$ cat src/rtl/arb_resp_pkg.sv
// Package: arb_resp_pkg
//
// Shared types and sizing helpers for the arbiter response router.
//   port_id_t      - identifies which arbiter input won a request (0 or 1)
//   DEPTH_DEFAULT  - default number of outstanding requests the router tracks
//   DATA_W_DEFAULT - default response payload width
//   cnt_w()        - width needed to hold an occupancy count from 0 up to depth inclusive
package arb_resp_pkg;

    typedef logic port_id_t;

    localparam int DEPTH_DEFAULT  = 4;
    localparam int DATA_W_DEFAULT = 64;

    // One extra bit so the count can represent "completely full" (== depth).
    function automatic int cnt_w(input int depth);
        return $clog2(depth) + 1;
    endfunction

endpackage

$ cat src/rtl/arb_resp_router_tag_fifo.sv
// Module: tag_fifo
//
// Synchronous FIFO of port identifiers. Each entry remembers which requester
// owns the corresponding outstanding downstream request, in issue order.
//
// Ports:
//   clock    in   rising-edge clock
//   reset    in   synchronous, active-low
//   push     in   write push_id at the tail (ignored when full)
//   push_id  in   requester that owns the new request
//   pop      in   drop the head entry (ignored when empty)
//   head     out  owner of the oldest outstanding request (combinational)
//   full     out  count == DEPTH
//   empty    out  count == 0
//   count    out  number of stored entries
module tag_fifo
    import arb_resp_pkg::*;
#(
    parameter int  DEPTH = DEPTH_DEFAULT,
    localparam int CNT_W = cnt_w(DEPTH),
    localparam int PTR_W = $clog2(DEPTH)
) (
    input  logic             clock,
    input  logic             reset,
    input  logic             push,
    input  port_id_t         push_id,
    input  logic             pop,
    output port_id_t         head,
    output logic             full,
    output logic             empty,
    output logic [CNT_W-1:0] count
);

    port_id_t         mem_q [DEPTH];
    port_id_t         mem_d [DEPTH];
    logic [PTR_W-1:0] wr_ptr_q, wr_ptr_d;
    logic [PTR_W-1:0] rd_ptr_q, rd_ptr_d;
    logic [CNT_W-1:0] count_q, count_d;
    logic             do_push;
    logic             do_pop;

    assign full  = (count_q == CNT_W'(DEPTH));
    assign empty = (count_q == '0);
    assign count = count_q;
    assign head  = mem_q[rd_ptr_q];

    // Internal guards keep the occupancy inside [0, DEPTH] even if a caller
    // asserts push/pop at the wrong time. DEPTH is a power of two, so the
    // pointers wrap naturally on overflow.
    always_comb begin
        do_push  = push & ~full;
        do_pop   = pop & ~empty;
        mem_d    = mem_q;
        wr_ptr_d = wr_ptr_q;
        rd_ptr_d = rd_ptr_q;
        count_d  = count_q;
        if (do_push) begin
            mem_d[wr_ptr_q] = push_id;
            wr_ptr_d        = wr_ptr_q + PTR_W'(1);
        end
        if (do_pop) begin
            rd_ptr_d = rd_ptr_q + PTR_W'(1);
        end
        case ({do_push, do_pop})
            2'b10:   count_d = count_q + CNT_W'(1);
            2'b01:   count_d = count_q - CNT_W'(1);
            default: count_d = count_q;
        endcase
    end

    always_ff @(posedge clock) begin
        if (!reset) begin
            wr_ptr_q <= '0;
            rd_ptr_q <= '0;
            count_q  <= '0;
        end else begin
            wr_ptr_q <= wr_ptr_d;
            rd_ptr_q <= rd_ptr_d;
            count_q  <= count_d;
        end
    end

    // Entry storage needs no reset: an entry is only read after being written.
    always_ff @(posedge clock) begin
        mem_q <= mem_d;
    end

endmodule

$ cat src/rtl/arb_resp_router.sv
// Module: arb_resp_router
//
// Response return path for a 2-input priority arbiter. Every request the
// arbiter sends downstream has its winner recorded in a tag FIFO; in-order
// responses coming back are staged in a single output register and steered
// to the recorded requester. Requests are held off while the FIFO is full so
// that no response can ever arrive without an owner.
//
// Ports:
//   clock, reset                    clock and synchronous active-low reset
//   io_req_valid/chosen/ready       arbiter output handshake and winner id
//   io_down_valid/ready             request forwarded to the memory port
//   io_resp_valid/data/ready        response from the memory port
//   io_out_0_valid/ready            response handshake to requester 0
//   io_out_1_valid/ready            response handshake to requester 1
//   io_out_data                     staged payload, shared by both requesters
//   io_outstanding                  number of tags awaiting a response
//   io_err                          sticky: a response arrived with no tag
module arb_resp_router
    import arb_resp_pkg::*;
#(
    parameter int  DEPTH  = DEPTH_DEFAULT,
    parameter int  DATA_W = DATA_W_DEFAULT,
    localparam int CNT_W  = cnt_w(DEPTH)
) (
    input  logic              clock,
    input  logic              reset,
    input  logic              io_req_valid,
    input  logic              io_req_chosen,
    output logic              io_req_ready,
    output logic              io_down_valid,
    input  logic              io_down_ready,
    input  logic              io_resp_valid,
    input  logic [DATA_W-1:0] io_resp_data,
    output logic              io_resp_ready,
    output logic              io_out_0_valid,
    input  logic              io_out_0_ready,
    output logic              io_out_1_valid,
    input  logic              io_out_1_ready,
    output logic [DATA_W-1:0] io_out_data,
    output logic [CNT_W-1:0]  io_outstanding,
    output logic              io_err
);

    logic              full;
    logic              empty;
    port_id_t          head;
    logic              push;
    logic              pop;
    logic              sel_ready;
    logic              drain;

    logic              valid_q, valid_d;
    port_id_t          port_q, port_d;
    logic [DATA_W-1:0] data_q, data_d;
    logic              err_q, err_d;

    tag_fifo #(
        .DEPTH (DEPTH)
    ) u_tag_fifo (
        .clock   (clock),
        .reset   (reset),
        .push    (push),
        .push_id (io_req_chosen),
        .pop     (pop),
        .head    (head),
        .full    (full),
        .empty   (empty),
        .count   (io_outstanding)
    );

    // Request gating and response acceptance. Handshakes are forced off while
    // reset is asserted so nothing enters the FIFO during reset. The output
    // stage can take a new response when it is empty or is being drained in
    // the same cycle, which gives one response per cycle when the target keeps
    // its ready high.
    always_comb begin
        io_down_valid = reset & io_req_valid & ~full;
        io_req_ready  = reset & io_down_ready & ~full;
        push          = io_req_valid & io_req_ready;

        sel_ready     = port_q ? io_out_1_ready : io_out_0_ready;
        drain         = valid_q & sel_ready;
        io_resp_ready = reset & ~empty & (~valid_q | drain);
        pop           = io_resp_valid & io_resp_ready;
    end

    // Output stage: a new response overwrites the stage only when accepted;
    // otherwise the staged payload is held until its requester takes it.
    always_comb begin
        valid_d = valid_q;
        port_d  = port_q;
        data_d  = data_q;
        err_d   = err_q | (io_resp_valid & empty);
        if (pop) begin
            valid_d = 1'b1;
            port_d  = head;
            data_d  = io_resp_data;
        end else if (drain) begin
            valid_d = 1'b0;
        end
    end

    always_ff @(posedge clock) begin
        if (!reset) begin
            valid_q <= 1'b0;
            port_q  <= 1'b0;
            data_q  <= '0;
            err_q   <= 1'b0;
        end else begin
            valid_q <= valid_d;
            port_q  <= port_d;
            data_q  <= data_d;
            err_q   <= err_d;
        end
    end

    assign io_out_0_valid = valid_q & (port_q == 1'b0);
    assign io_out_1_valid = valid_q & (port_q == 1'b1);
    assign io_out_data    = data_q;
    assign io_err         = err_q;

endmodule

$ cat config.mk
export PLATFORM = sky130hd
export DESIGN_NAME = arb_resp_router
export DESIGN_NICKNAME = d
export VERILOG_FILES = /design/src/rtl/arb_resp_pkg.sv /design/src/rtl/arb_resp_router_tag_fifo.sv /design/src/rtl/arb_resp_router.sv
export SDC_FILE = /design/constraint.sdc
export NUM_CORES = 1
export LEC_CHECK = 0
export BUFFER_PORTS_ARGS = -buffer_cell sky130_fd_sc_hd__buf_2
export CORE_AREA = 2 2 90 92
export CTS_CLUSTER_DIAMETER = 30
export DETAILED_ROUTE_END_ITERATION = 10
export DIE_AREA = 0 0 92 94
export HOLD_SLACK_MARGIN = 0.15
export PLACE_DENSITY = 0.71
export SYNTH_ARGS = -nofsm -noshare
export SYNTH_HDL_FRONTEND = slang
export SYNTH_SLANG_ARGS = --single-unit
$ cat constraint.sdc
create_clock -name clock -period 2.45 [get_ports clock]
set_input_delay 0.3675 -clock clock [delete_from_list [all_inputs] [get_ports clock]]
set_output_delay 0.3675 -clock clock [all_outputs]
set_load 0.01 [all_outputs]
## Word-level counts from Yosys, hierarchy flattened

Cells that the tools add are included.

| word-level totals | value |
|---|---|
| flip-flop bits (word level) | 78 |
| bits in read-only memories | 0 |
| memories | 0 |
| RAM bits | 0 |
| latch bits | 0 |
| output and inout port bits | 73 |
| logic and storage cells | 57 |

| cells by class | value |
|---|---|
| add/sub/neg operators | 4 |
| order comparisons | 3 |
| multipliers | 0 |
| bitwise operators | 22 |
| muxes and demuxes | 10 |
| divide/modulo/power cells | 0 |
| equal/unequal tests | 3 |
| reduce and logical (&&, ||, !) cells | 4 |
| shift operators | 0 |

Operators by type and width:

| kind | number |
|---|---|
| 1-bit AND | 14 |
| 3-bit greater-or-equal comparator (second input constant) | 2 |
| 1-bit 2-to-1 mux | 6 |
| 2-bit NOT with 3-bit output | 2 |
| 3-bit one-hot mux with 2 select lines | 1 |
| 2-bit by 1-bit adder with 2-bit output (second input constant) | 2 |
| 4-bit bitwise mux | 1 |
| 1-bit NOT | 4 |
| 2-bit nonzero test | 2 |
| 3-bit by 1-bit adder with 3-bit output (second input constant) | 1 |
| 3-bit equality test (second input constant) | 1 |
| 3-bit zero test | 1 |
| 3-bit by 1-bit less-than comparator with 1-bit output (second input constant) | 1 |
| 3-bit by 1-bit subtractor with 3-bit output (second input constant) | 1 |
| 1-bit binary-select mux with 2-bit select | 1 |
| 1-bit demux with 2-bit select | 1 |
| 2-bit by 1-bit equality test with 1-bit output (second input constant) | 1 |
| 2-bit equality test (second input constant) | 1 |
| 1-bit OR | 2 |
| 1-bit logical AND | 1 |

## Depth between registers and ports, before layout

| depth | value |
|---|---|
| depth in word-level cells | 8 |
| gate-level depth with buffers | 10 |
| mapped depth without buffers | 10 |

## Hierarchy

A second synthesis with hierarchy kept.

| second synthesis, totals | value |
|---|---|
| cell total of the unflattened synthesis | 350 |
| area total of the unflattened synthesis | 3286.9 um2 |

By module, submodules not included:

| module | sequential area each (um2) | instances | area each (um2) | cells each |
|---|---|---|---|---|
| arb_resp_router | 1341.3 | 1 | 2695.1 | 294 |
| tag_fifo | 260.2 | 1 | 591.8 | 56 |

## Worst setup path after synthesis

OpenSTA, ideal clock, no wires.

| timing | value |
|---|---|
| kind | reg-to-reg |
| start point | register u_tag_fifo.count_q[2] (netlist: u_tag_fifo.count[2]) |
| end point | register u_tag_fifo.count_q[2] (netlist: u_tag_fifo.count[2]) |
| path slack | 0.071 ns |
| library setup time | 0.076 ns |
| arrival time | 2.303 ns |
| buffers on the path | 1 |
| cell stages (with the launch flop) | 11 |
| path through | dfxtp_1 -> or3b_1 -> and4_4 -> buf_6 -> clkinv_2 -> ha_1 -> inv_1 -> fa_1 -> xor2_1 -> or3_1 -> a21boi_0 |

| between the ends | value |
|---|---|
| cells in the longest elaborated chain, start to end | 8 |

Ends and longest elaborated chain:

| what | line | text |
|---|---|---|
| start: declaration | arb_resp_router_tag_fifo.sv:38 | `logic [CNT_W-1:0] count_q, count_d;` |
| start signal: assignment | arb_resp_router_tag_fifo.sv:79 | `count_q <= count_d;` |
| 3-bit zero test | arb_resp_router_tag_fifo.sv:43 | `assign empty = (count_q == '0);` |
| 1-bit NOT | arb_resp_router_tag_fifo.sv:52, arb_resp_router.sv:84 |  |
| 1-bit AND (2 in series) | arb_resp_router.sv:84 | `io_resp_ready = reset & ~empty & (~valid_q \| drain);` |
| 1-bit AND | arb_resp_router.sv:85 | `pop = io_resp_valid & io_resp_ready;` |
| 1-bit AND | arb_resp_router_tag_fifo.sv:52 | `do_pop = pop & ~empty;` |
| 2-bit by 1-bit equality test with 1-bit output / 2-bit equality test (equally long branches) | arb_resp_router_tag_fifo.sv:64 | `case ({do_push, do_pop})` |
| 3-bit one-hot mux with 2 select lines / 2-bit nonzero test (equally long branches) | - |  |

Parallel ways exist; a longest one is shown, timed or not.
A chain may end at the register's enable or synchronous reset.

## Worst setup path in the final report

Same ends and word-level chain as after synthesis.

==> flow_metrics.env <==
export IMPL_async_flop_share_pct=0
export IMPL_drive_above_1_share_pct=36.4
export IMPL_tightest_slew_ps=547
export IMPL_grt_ovfl_total=0
export IMPL_required_ps=2710
export IMPL_finalSetupViolations=0
export IMPL_clock_skew_ps=9.02
export IMPL_min_period_ps=2290
export IMPL_cts_reportedPaths_clkPinSlew_ps=90
export IMPL_htreeDepth=3
export IMPL_yosys_warnings=0
export IMPL_fp_coreArea_um2=7610
export IMPL_synthToLayoutAreaGrowth_pct=31.7
export IMPL_cap_violations=0
export IMPL_final_common_cell="buf_2"
export IMPL_synthFlopType="dfxtp_1"
export IMPL_clock_latency_ps=340
export IMPL_timing_hold_ws_ps=253
export IMPL_ys_ff_latch=78
export IMPL_port_buffers=144
export IMPL_root_buffer="clkbuf_8"
export IMPL_wl_per_cell_um=12.1
export IMPL_r2r_slack_ps=160
export IMPL_p_leak_nw=1.84
export IMPL_setup_ws_ps=160
export IMPL_cp_slowest_stage_delay_ps=390
export IMPL_start_kind="register"
export IMPL_diodes=0
export IMPL_drv_slew=0
export IMPL_syn_area_um2=3130
export IMPL_drt_wl_total_um=7230
export IMPL_ctsHoldBuffers=0
export IMPL_ios=145
export IMPL_post_route_period_util_pct=93.5
export IMPL_hp_class="input port to register"
export IMPL_power_density_nw_per_um2=654
export IMPL_ant_nets=0
export IMPL_worstPathArrival_ps=2550
export IMPL_final_setup_tns_ps=0
export IMPL_layout_common_cells="buf_2 (144), nand2_1 (136), dfxtp_1 (71)"
export IMPL_initial_utilization_pct=41.1
export IMPL_dieArea_um2=8650
export IMPL_yosysTopAreaCell="dfxtp_1"
export IMPL_dp_hpwl_um=5200
export IMPL_die_w_um=92
export IMPL_grt_max_degree=69
export IMPL_via_per_inst=4.64
export IMPL_nNetsFinal=567
export IMPL_cts_tree="yes"
export IMPL_via_count=2765
export IMPL_ir_worst_vdd_mv=0.304
export IMPL_synth_seq_area_share_pct=51.2
export IMPL_synth_edff_count=4
export IMPL_worst_setup_path_end_kind="register"
export IMPL_rsz0062_at_grt="false"
export IMPL_crit_fanout=7
export IMPL_syn_area_per_cell_um2=8.94
export IMPL_status="completed"
export IMPL_synth_cells=350
export IMPL_grt_pass1_wl_um=12200
export IMPL_clock_fmax_mhz=437
export IMPL_grt_util_all_layers_pct=17.4
export IMPL_synth_net_count=428
export IMPL_post_place_ws_ps=15.3
export IMPL_clock_sinks=78
export IMPL_remaining_drc_errors=0
export IMPL_grt_pass1_vias=2755
export IMPL_clockBufferDepth=2
export IMPL_cts_made_buffers=9
export IMPL_yosys_area_top_type_share_pct=47.3
export IMPL_gp_congestion=0.722
export IMPL_antenna_found_initial=0
export IMPL_cp_cell_sequence="or3b_4 -> and4_4 -> clkinv_2 -> ha_2 -> inv_1 -> fa_2 -> xor2_1 -> or3_1 -> a21boi_1"
export IMPL_final_hold_viol_count=0
export IMPL_dr_pass1_iters=4
export IMPL_die_y_um=94
export IMPL_row_count=32
export IMPL_criticalPathCategory="register to register"
export IMPL_slowest_stage="or3b_4"
export IMPL_ys_types=32
export IMPL_relSlewSlack_pct=63.5
export IMPL_drt_iter0_drc=63
export IMPL_finalPower_mw=2.70
export IMPL_synth_area_top_cells="dfxtp_1 (47%), nand2_1 (16%), a21boi_1 (9.8%)"
==> through the flow <==
step | instances | utilization, % | area (um^2)
5_1_grt | 596 | 54.2 | 4120
4_1_cts | 596 | 54.0 | 4110
2_1_floorplan | 350 | - | 3130
3_3_place_gp | 580 | 51.2 | 3900
6_report | 596 | 54.2 | 4120
3_5_place_dp | 580 | 51.2 | 3900
==> logic make-up (layout without fill, tap and decap cells) <==
group / after synthesis / after routing / synth area share [%]
compound gates: 74 / 74 / 17.8
simple gates: 156 / 156 / 20.6
buf+inv: 29 / 173 / 5.28
flops: 78 / 78 / 51.2
fa+ha+maj: 6 / 6 / 2.64
mux: 3 / 3 / 1.36
xor+xnor: 4 / 4 / 1.12
==> final timing paths <==
path,end,startpoint,cells after the start
max reg2reg,u_tag_fifo.count[2],u_tag_fifo.count[2],9
max,u_tag_fifo.count[2],u_tag_fifo.count[2],9
min,io_out_data[3],io_resp_data[3],3
min reg2reg,io_out_data[40],io_out_data[40],2
==> Yosys cell counts, types with 2 or more instances <==
library cell / instances
nand2_1: 136
dfxtp_1: 74
a21boi_1: 41
a21boi_0: 26
and2_1: 10
buf_2: 8
clkbuf_1: 8
buf_6: 5
ha_1: 5
inv_1: 5
edfxtp_1: 4
xnor2_1: 3
and3_1: 2
buf_4: 2
mux2i_1: 2
nor2b_1: 2
o21ai_0: 2
==> routing by layer <==
layer	global-route usage [%]	vias up	routed length, um
li1	-	1405	-
met1	20.0	1245	3150
met2	31.5	103	3380
met3	4.98	12	611
met4	5.22	0	90
met5	0	-	0
==> state kept, by name, indices dropped and copies added, names as in the netlist <==
signal,flops
io_out_data,64
io_err,1
valid_q,1
u_tag_fifo.wr_ptr_q,2
u_tag_fifo.mem_q,4
u_tag_fifo.count,3
port_q,1
u_tag_fifo.rd_ptr_q,2
==> worst max-delay path, delay by kind of cell, from the launching register on <==
kind | cells | cell delay [ps]
AND/OR/NAND/NOR | 3 | 940
adder cells (fa/ha/maj) | 2 | 510
flip-flops | 1 | 380
XOR/XNOR | 1 | 160
AO/OA/AOI/OAI | 1 | 130
buffers and inverters | 2 | 100
==> layout make-up <==
| class | instances | area (um^2) |
|---|---|---|
| Inverter | 6 | 23.8 |
| Clock buffer | 10 | 138 |
| Tap cell | 102 | 128 |
| Clock inverter | 6 | 71.3 |
| Timing Repair Buffer | 151 | 773 |
| Multi-Input combinational cell | 243 | 1380 |
| Fill cell | 766 | 3490 |
| Sequential cell | 78 | 1610 |
==> where the power goes <==
group	switching (mW)	internal [mW]	total (mW)	leakage (nW)
Combinational	0.192	0.161	0.352	1.10
Clock	0.471	0.503	0.975	0.0987
Sequential	0.0311	1.34	1.37	0.637
==> repair_timing <==
item | in CTS | in global routing
setup endpoints to repair | 1 | 1
gates resized for setup | 1 | 7
buffers inserted | 0 | 0
pin swaps | 0 | 1
Power figures use the tool's default switching activity.
